<file path="src/rtl/switch_pkg.sv">
// ---------------------------------------------------------------------------
// switch_pkg
//   Shared definitions for the switch driver: the controller state encoding
//   and a helper that sizes counters so they can hold their full terminal
//   count without truncation.
//   No ports (package).
// ---------------------------------------------------------------------------
package switch_pkg;

    // Fixed 3-bit encodings so the state register is stable across tools
    localparam logic [2:0] ENC_INIT      = 3'd0;
    localparam logic [2:0] ENC_IDLE_OFF  = 3'd1;
    localparam logic [2:0] ENC_PULSE_ON  = 3'd2;
    localparam logic [2:0] ENC_HOLD_ON   = 3'd3;
    localparam logic [2:0] ENC_PULSE_OFF = 3'd4;

    typedef enum logic [2:0] {
        S_INIT      = ENC_INIT,
        S_IDLE_OFF  = ENC_IDLE_OFF,
        S_PULSE_ON  = ENC_PULSE_ON,
        S_HOLD_ON   = ENC_HOLD_ON,
        S_PULSE_OFF = ENC_PULSE_OFF
    } state_t;

    // Width needed to represent 0..n inclusive; never narrower than one bit
    function automatic int cnt_width(input int n);
        if (n < 1) begin
            return 1;
        end
        return $clog2(n + 1);
    endfunction

endpackage

</file>
<file path="src/rtl/key_debounce.sv">
// ---------------------------------------------------------------------------
// key_debounce
//   Brings a raw, bouncing push-button into the clock domain, accepts a new
//   level only after DEBOUNCE_CYCLES consecutive equal synchronised samples,
//   and produces a one-cycle strobe on each accepted rising edge.
// Ports
//   i_clk    in   system clock
//   i_rst_n  in   asynchronous active-low reset
//   i_raw    in   raw key, asynchronous to i_clk
//   o_level  out  debounced key level
//   o_rise   out  one-cycle strobe on a debounced 0->1 change
// ---------------------------------------------------------------------------
module key_debounce
    import switch_pkg::*;
#(
    parameter int DEBOUNCE_CYCLES = 20
) (
    input  logic i_clk,
    input  logic i_rst_n,
    input  logic i_raw,
    output logic o_level,
    output logic o_rise
);

    localparam int              DB_W    = cnt_width(DEBOUNCE_CYCLES);
    localparam logic [DB_W-1:0] DB_LAST = DB_W'(DEBOUNCE_CYCLES - 1);

    logic            r_sync1;
    logic            r_sync2;
    logic            r_level;
    logic            r_levelDly;
    logic            r_rise;
    logic [DB_W-1:0] r_stableCnt;

    // Two-flop synchroniser for the asynchronous key input
    always_ff @(posedge i_clk or negedge i_rst_n) begin
        if (!i_rst_n) begin
            r_sync1 <= 1'b0;
            r_sync2 <= 1'b0;
        end else begin
            r_sync1 <= i_raw;
            r_sync2 <= r_sync1;
        end
    end

    // Count consecutive samples that disagree with the accepted level; any
    // sample matching the current level restarts the run.
    always_ff @(posedge i_clk or negedge i_rst_n) begin
        if (!i_rst_n) begin
            r_level     <= 1'b0;
            r_stableCnt <= '0;
        end else if (r_sync2 != r_level) begin
            if (r_stableCnt == DB_LAST) begin
                r_level     <= r_sync2;
                r_stableCnt <= '0;
            end else begin
                r_stableCnt <= r_stableCnt + 1'b1;
            end
        end else begin
            r_stableCnt <= '0;
        end
    end

    // Registered edge detect; the extra stage fixes the press-to-pulse latency
    always_ff @(posedge i_clk or negedge i_rst_n) begin
        if (!i_rst_n) begin
            r_levelDly <= 1'b0;
            r_rise     <= 1'b0;
        end else begin
            r_levelDly <= r_level;
            r_rise     <= r_level & ~r_levelDly;
        end
    end

    assign o_level = r_level;
    assign o_rise  = r_rise;

endmodule

</file>
<file path="src/rtl/switch_driver.sv">
// ---------------------------------------------------------------------------
// switch_driver
//   Turns a push-button into clean, mutually exclusive ON/OFF command pulses
//   for an edge-gated switch. A press toggles on/off, the switch is turned
//   off automatically after TIMEOUT_CYCLES in the on state (0 disables the
//   timeout), and i_force_off requests an off command.
// Ports
//   i_clk        in   system clock
//   i_rst_n      in   asynchronous active-low reset
//   i_key        in   raw push-button, active high, may bounce
//   i_force_off  in   synchronous level request to switch off
//   o_on         out  registered pulse to the switch ON input
//   o_off        out  registered pulse to the switch OFF input
//   o_state      out  high while the switch is commanded on
// ---------------------------------------------------------------------------
module switch_driver
    import switch_pkg::*;
#(
    parameter int DEBOUNCE_CYCLES = 20,
    parameter int PULSE_WIDTH     = 2,
    parameter int TIMEOUT_CYCLES  = 1000
) (
    input  logic i_clk,
    input  logic i_rst_n,
    input  logic i_key,
    input  logic i_force_off,
    output logic o_on,
    output logic o_off,
    output logic o_state
);

    localparam int              PW_W    = cnt_width(PULSE_WIDTH);
    localparam logic [PW_W-1:0] PW_LAST = PW_W'(PULSE_WIDTH - 1);

    state_t          r_state;
    logic [PW_W-1:0] r_pulseCnt;
    logic            r_killPend;
    logic            r_gap;
    logic            r_on;
    logic            r_off;
    logic            r_hold;

    logic w_press;
    logic w_keyLevel;
    logic w_unusedKeyLevel;
    logic w_timeout;

    key_debounce #(
        .DEBOUNCE_CYCLES(DEBOUNCE_CYCLES)
    ) u_keyDebounce (
        .i_clk  (i_clk),
        .i_rst_n(i_rst_n),
        .i_raw  (i_key),
        .o_level(w_keyLevel),
        .o_rise (w_press)
    );

    // Only press events matter here; releases are deliberately ignored
    assign w_unusedKeyLevel = w_keyLevel;

    // Timeout counter: held at zero outside HOLD_ON so every entry starts
    // fresh, and stops at its terminal count instead of wrapping.
    generate
        if (TIMEOUT_CYCLES > 0) begin : g_timeout
            localparam int              TO_W    = cnt_width(TIMEOUT_CYCLES);
            localparam logic [TO_W-1:0] TO_LAST = TO_W'(TIMEOUT_CYCLES - 1);

            logic [TO_W-1:0] r_toCnt;

            always_ff @(posedge i_clk or negedge i_rst_n) begin
                if (!i_rst_n) begin
                    r_toCnt <= '0;
                end else if (r_state != S_HOLD_ON) begin
                    r_toCnt <= '0;
                end else if (r_toCnt != TO_LAST) begin
                    r_toCnt <= r_toCnt + 1'b1;
                end
            end

            assign w_timeout = (r_state == S_HOLD_ON) && (r_toCnt == TO_LAST);
        end else begin : g_noTimeout
            assign w_timeout = 1'b0;
        end
    endgenerate

    // Controller FSM. Outputs are registered from the next state. An ON
    // pulse that ends with a pending kill goes to PULSE_OFF through one
    // quiet gap cycle (r_gap) so ON and OFF are never adjacent.
    always_ff @(posedge i_clk or negedge i_rst_n) begin
        if (!i_rst_n) begin
            r_state    <= S_INIT;
            r_pulseCnt <= '0;
            r_killPend <= 1'b0;
            r_gap      <= 1'b0;
            r_on       <= 1'b0;
            r_off      <= 1'b0;
            r_hold     <= 1'b0;
        end else begin
            case (r_state)
                S_INIT: begin
                    r_state    <= S_PULSE_OFF;
                    r_pulseCnt <= '0;
                    r_gap      <= 1'b0;
                    r_off      <= 1'b1;
                end
                S_IDLE_OFF: begin
                    if (w_press) begin
                        r_state    <= S_PULSE_ON;
                        r_pulseCnt <= '0;
                        r_killPend <= 1'b0;
                        r_on       <= 1'b1;
                    end
                end
                S_PULSE_ON: begin
                    if (r_pulseCnt == PW_LAST) begin
                        r_on       <= 1'b0;
                        r_pulseCnt <= '0;
                        r_killPend <= 1'b0;
                        if (r_killPend || i_force_off) begin
                            r_state <= S_PULSE_OFF;
                            r_gap   <= 1'b1;
                        end else begin
                            r_state <= S_HOLD_ON;
                            r_hold  <= 1'b1;
                        end
                    end else begin
                        r_pulseCnt <= r_pulseCnt + 1'b1;
                        if (i_force_off) begin
                            r_killPend <= 1'b1;
                        end
                    end
                end
                S_HOLD_ON: begin
                    if (w_press || i_force_off || w_timeout) begin
                        r_state    <= S_PULSE_OFF;
                        r_pulseCnt <= '0;
                        r_gap      <= 1'b0;
                        r_hold     <= 1'b0;
                        r_off      <= 1'b1;
                    end
                end
                S_PULSE_OFF: begin
                    if (r_gap) begin
                        r_gap <= 1'b0;
                        r_off <= 1'b1;
                    end else if (r_pulseCnt == PW_LAST) begin
                        r_state    <= S_IDLE_OFF;
                        r_pulseCnt <= '0;
                        r_off      <= 1'b0;
                    end else begin
                        r_pulseCnt <= r_pulseCnt + 1'b1;
                    end
                end
                default: begin
                    r_state    <= S_INIT;
                    r_pulseCnt <= '0;
                    r_killPend <= 1'b0;
                    r_gap      <= 1'b0;
                    r_on       <= 1'b0;
                    r_off      <= 1'b0;
                    r_hold     <= 1'b0;
                end
            endcase
        end
    end

    assign o_on    = r_on;
    assign o_off   = r_off;
    assign o_state = r_hold;

endmodule

</file>
<file path="config.mk">
export PLATFORM = sky130hd
export DESIGN_NAME = switch_driver
export DESIGN_NICKNAME = d
export VERILOG_FILES = /design/src/rtl/switch_pkg.sv /design/src/rtl/key_debounce.sv /design/src/rtl/switch_driver.sv
export SDC_FILE = /design/constraint.sdc
export NUM_CORES = 1
export LEC_CHECK = 0
export BUFFER_PORTS_ARGS = -buffer_cell sky130_fd_sc_hd__buf_2
export CORE_ASPECT_RATIO = 0.75
export CORE_UTILIZATION = 39
export CTS_CLUSTER_DIAMETER = 50
export DETAILED_ROUTE_END_ITERATION = 7
export PLACE_DENSITY = 0.51
export SYNTH_ARGS = -nofsm -noshare
export SYNTH_HDL_FRONTEND = slang
export SYNTH_SLANG_ARGS = --single-unit
</file>
<file path="constraint.sdc">
create_clock -name i_clk -period 1.9 [get_ports i_clk]
set_clock_uncertainty 0.15 [all_clocks]
set_input_delay 0.095 -clock i_clk [delete_from_list [all_inputs] [get_ports i_clk]]
set_output_delay 0.095 -clock i_clk [all_outputs]
set_load 0.05 [all_outputs]
</file>
== After elaboration in Yosys (flattened, before gate mapping) ==
Cells that the tools add are included.
Cells by class
  $add $sub $neg: 3
  eq/ne operators: 19
  muxes and demuxes: 33
  bitwise gates (word level): 6
  reduce and logical (&&, ||, !) cells: 17
Operator list (number)
  10-bit 2-to-1 mux: 2
  3-bit 2-to-1 mux: 6
  3-bit case mux with 5 select lines: 1
  1-bit 2-to-1 mux: 12
  1-bit case mux with 3 select lines: 4
  3-bit AND reduction: 4
  10-bit by 1-bit adder with 10-bit output (second input constant): 1
  10-bit equality test (second input constant): 1
  5-bit 2-to-1 mux: 2
  10-bit inequality test (second input constant): 1
  2-bit inequality test (second input constant): 5
  2-bit 2-to-1 mux: 4
  2-bit case mux with 4 select lines: 1
  4-bit AND reduction: 2
  3-bit by 2-bit equality test with 1-bit output (second input constant): 2
  3-bit inequality test (second input constant): 2
  3-bit OR reduction: 2
  5-bit by 1-bit adder with 5-bit output (second input constant): 1
  5-bit equality test (second input constant): 1
  1-bit NOT: 5
  5-bit AND reduction: 1
  2-bit by 1-bit inequality test with 1-bit output (second input constant): 2
  1-bit case mux with 4 select lines: 1
  3-bit by 1-bit equality test with 1-bit output (second input constant): 1
  other kinds (12): 14
Word-level totals
  flip-flop bits (word level): 30
  bits of input ports: 4
  output and inout port bits: 3
  word-level logic and storage cells: 92

== Depth between registers and ports, before layout ==
  word-level depth: 5
  depth in mapped cells: 6
  gate-level depth less buffers: 5

== By module ==
Synthesis repeated with hierarchy kept, for this count alone.
Second synthesis, totals
  cells, all modules: 140
  area, all modules: 1458.9 um^2
Modules (own cells, without submodules)
  switch_driver: times used 1, cells each 113, area an instance 1079.8 um^2, seq. area each 500.5 um^2
  key_debounce: times used 1, cells each 27, area an instance 379.1 um^2, seq. area each 250.2 um^2

== Worst setup path after synthesis ==
OpenSTA, ideal clock, no wires.
  kind: register to register
  from: reg r_state[2]
  to: reg r_pulseCnt[0]
  library setup time: 0.125 ns
  data arrival time: 1.441 ns
  required time: 1.625 ns
  setup slack: 0.184 ns
  stages on the path, launching flop included: 6
  path buffers: 1
  period minus slack after synthesis: 1.716 ns
  cells stage by stage: dfrtp_1 -> buf_6 -> or4b_4 -> o31ai_2 -> a21oi_2 -> mux2_4
On the way
  word-level cells in the longest chain between the ends: 5
  elaborated cells on any way between the ends: 11
  classes of those cells: 7 x eq/ne; 1 x mux; 3 x reduce/logical
Ends and longest elaborated chain
  start: declaration: line switch_driver.sv:35  | state_t r_state;
  start signal: assignment: line switch_driver.sv:91  | r_state <= S_INIT;
  start signal: assignment: line switch_driver.sv:101  | r_state <= S_PULSE_OFF;
  start signal: assignment: line switch_driver.sv:108  | r_state <= S_PULSE_ON;
  3-bit by 2-bit equality test with 1-bit output: line switch_driver.sv:80, switch_driver.sv:99
  1-bit logical AND: line switch_driver.sv:80  | assign w_timeout = (r_state == S_HOLD_ON) && (r_toCnt == TO_LAST);
  1-bit logical OR: line switch_driver.sv:134  | if (w_press || i_force_off || w_timeout) begin
  2-bit by 1-bit inequality test with 1-bit output (no line)
  3-bit AND reduction (no line)
  end signal: assignment: line switch_driver.sv:127  | r_pulseCnt <= r_pulseCnt + 1'b1;
  end signal: assignment: line switch_driver.sv:151  | r_pulseCnt <= r_pulseCnt + 1'b1;
  end: declaration: line switch_driver.sv:36  | logic [PW_W-1:0] r_pulseCnt;
Parallel ways exist; a longest one is shown, timed or not.
A chain may end at the register's enable or synchronous reset.

== Final worst setup path ==
  from: reg g_timeout.r_toCnt[0]
  to: reg r_state[2]
On the way
  word-level cells in the longest chain between the ends: 5
Ends and longest elaborated chain
  start: declaration: line switch_driver.sv:68  | logic [TO_W-1:0] r_toCnt;
  start signal: assignment: line switch_driver.sv:76  | r_toCnt <= r_toCnt + 1'b1;
  10-bit equality test: line switch_driver.sv:80
  1-bit logical AND: line switch_driver.sv:80
  1-bit logical OR: line switch_driver.sv:134
  2-bit by 1-bit inequality test with 1-bit output (no line)
  5-bit AND reduction (no line)
  end signal: assignment: line switch_driver.sv:91
  end signal: assignment: line switch_driver.sv:135  | r_state <= S_PULSE_OFF;
  end signal: assignment: line switch_driver.sv:147  | r_state <= S_IDLE_OFF;
Every way passes these cells.

==> out/results.tsv <==
stage	metric	value	unit
outcome	status	finished clean	
power	clock group share of total power	0.280	
hold_path	Hold WC Path Type	in2reg	
route	Met1 Wirelength	1440	µm
route	vias per cell	5.12	
critical_path	Setup CP Type	reg2reg	
cells_and_area	FF/Latch Area	751	µm²
clock_tree	H-tree depth	2	
logic_synthesis	register area share after synthesis	0.501	
route	# DRC	0	
global_route	GRT Residual Overflow	0	
clock_tree	clk slew on worst S/H paths	60	ps
place	DP Wirelength	2050	µm
cells_and_area	commonest cells after routing, fill and taps aside	dfrtp_1 (30), nor2_1 (17), nand2_1 (12)	
power	sequential share of power	0.430	
place	gpl congestion	0.899	
clock_tree	CTS tree	built	
timing	Setup WS post-layout	145	ps
power	internal power	1.21	mW
clock_tree	Post-CTS Setup Bufs	0	
route	wire per inst	13.8	µm
power	pwr dens	1040	mW/mm²
timing	period utilisation layout	0.923	
die	Rows	19	
power	combinational power share	0.290	
place	Cells after DPL	207	
logic_synthesis	Gate Count Post-Synth	147	
clock_tree	Num CTS Buffers	5	
global_route	largest net degree at the start of global routing	31	
cells_and_area	area delta synth->final	15.0	%
clock_tree	Worst-Skew Late Latency	280	ps
global_route	vias in the first global route	1138	
timing	fmax	570	MHz
die	starting density of the core	0.409	
power	leakage power	0.779	nW
critical_path	crit start category	flop	
global_route	first-pass GRT wire length	5230	µm
timing	RSZ-0062 raised after global routing	no	
power	VDD IR max	0.000413	V
cells_and_area	Non-Filler Instances	215	
global_route	Total GRT Usage	0.174	
cells_and_area	Nets	170	
global_route	initial antenna violation count	0	
clock_tree	Sink Count	30	
power	Psw	582	µW
timing	Hold WS	51.5	ps
timing	Hold Vio Cnt, Final	0	
critical_path	worst-path fanout max	5	
route	routed wire length	2970	µm
timing	relative slew slack	0.542	
place	input/output buffers	6	
timing	Post-Route Setup TNS	0	ps
logic_synthesis	number of synthesized flops with an enable pin	0	
die	Core Box Area	0.00366	mm²
route	metal2 WL	1370	µm
cells_and_area	share of layout cells above drive strength 1	0.178	
logic_synthesis	Mean Syn Cell Area	10.2	µm²
logic_synthesis	Yosys cell types	44	
timing	Min Clock Period, post-route	1750	ps
cells_and_area	leading cell type in the layout, fill and taps excluded	dfrtp_1	
logic_synthesis	Synth Flop Type	dfrtp_1	
timing	Finish-stage setup viols	0	
die	IO Count	7	
timing	Worst-Margin Slew	687	ps
die	Die ar.	0.00409	mm²
logic_synthesis	Syn. warnings	0	
die	Die X	73.6	µm
power	Sw Share	0.325	
cells_and_area	Antenna Cells	0	
route	first drt pass iteration count	4	
timing	final-report max-slew violation count	0	
critical_path	CP Capture Type	flop	
die	Die Ht	55.7	µm
route	ANT nets after route	0	
route	initial DRC count	77	
job	Max Cap Viol	0	
clock_tree	deepest clock path buffer count	2	
cells_and_area	multi-input logic area	699	µm²
logic_synthesis	async set-or-reset flop fraction in the synthesized netlist	1.00	
clock_tree	clk root buf	clkbuf_8	
critical_path	crit path DAT	1780	ps
route	WL met3	97	µm
logic_synthesis	Mapped Nets	153	
cells_and_area	fillers	360	
route	vias post-DR	1100	
place	pre-CTS WS	155	ps
route	Top Metal Used	met4	
critical_path	WP data required	1930	ps
logic_synthesis	synthesized cell area	0.00150	mm²
logic_synthesis	Yosys reg bits	30	
## flip-flops by register name, summed over array words and instances, names as in the netlist, 2 cells and up
register,count
g_timeout.r_toCnt,10
r_state,3
r_pulseCnt,2
u_keyDebounce.r_stableCnt,5
## layer usage
layer / GRT usage / vias up
met1: 0.227 / 534
li1: - / 544
met5: 0 / -
met4: 0.0907 / 0
met2: 0.262 / 17
met3: 0.0489 / 5
## final timing paths
| check | to | slack [ps] | cells past startpoint | from |
|---|---|---|---|---|
| setup / recovery | r_state[2] | 150 | 5 | g_timeout.r_toCnt[0] |
| hold / removal | o_state | 50 | 4 | i_force_off |
| setup reg to reg | r_state[2] | 150 | 5 | g_timeout.r_toCnt[0] |
| hold reg to reg | u_keyDebounce.r_sync2 | 200 | 0 | u_keyDebounce.r_sync1 |
| max in group asynchronous | u_keyDebounce.o_rise | 920 | 2 | i_rst_n |
| min in group asynchronous | g_timeout.r_toCnt[8] | 230 | 2 | i_rst_n |
## metrics by stage
step	area, µm²	power [mW]	util
2_1_floorplan	1500	1.16	-
3_3_place_gp	1620	1.28	0.443
3_5_place_dp	1620	1.29	0.443
4_1_cts	1720	1.82	0.471
5_1_grt	1720	1.91	0.471
6_report	1720	1.79	0.471
## synth_stat cells (all sizes together), types with 4 or more instances
cell / number / area [µm²]
inv: 4 / 15.0
o21ai: 7 / 35.0
xnor2: 5 / 43.8
nand2: 12 / 45.0
xor2: 6 / 52.6
nor3: 5 / 30.0
nor2b: 4 / 25.0
dfrtp: 30 / 751
nand3: 5 / 25.0
a21oi: 10 / 53.8
nor2: 17 / 63.8
nand2b: 4 / 25.0
## what timing repair did
item / CTS / global route
hold endpoints to repair: 31 / 0
hold buffers: 2 / 0
gates resized for setup: 0 / 0
## critical path, stage by stage, from the launching register on
cell and delay, ps:
dfrtp_1 380, ha_1 170, and2_1 270, nand4_4 170
and2_1 230, o41ai_2 290
## power groups by stage
| stage | clock network, mW | logic (mW) | registers, mW |
|---|---|---|---|
| 6_report | 0.502 | 0.519 | 0.770 |
| 4_1_cts | 0.527 | 0.520 | 0.768 |
| 3_5_place_dp | 0 | 0.513 | 0.779 |
| 3_3_place_gp | 0 | 0.512 | 0.773 |
| 2_1_floorplan | 0 | 0.336 | 0.825 |
| 5_1_grt | 0.552 | 0.571 | 0.784 |
## cells by family (layout without fill, tap and decap cells)
kind of cell,after synthesis,count (layout),synth area share
AO/OA/AOI/OAI,28,28,0.129
flip-flops,30,30,0.501
multiplexers,3,3,0.0242
adder cells (fa/ha/maj),2,2,0.0167
buffers and inverters,10,26,0.0317
AND/OR/NAND/NOR,63,63,0.233
XOR/XNOR,11,11,0.0643
## cell type report
| cell class | instances | share of cell area |
|---|---|---|
| clock buffer | 6 | 0.0479 |
| sequential | 30 | 0.436 |
| timing repair buffer | 16 | 0.0639 |
| tap | 52 | 0.0378 |
| multi-input combinational | 107 | 0.406 |
| inverter | 4 | 0.00871 |
No activity file was read; power rests on OpenSTA's default activity.
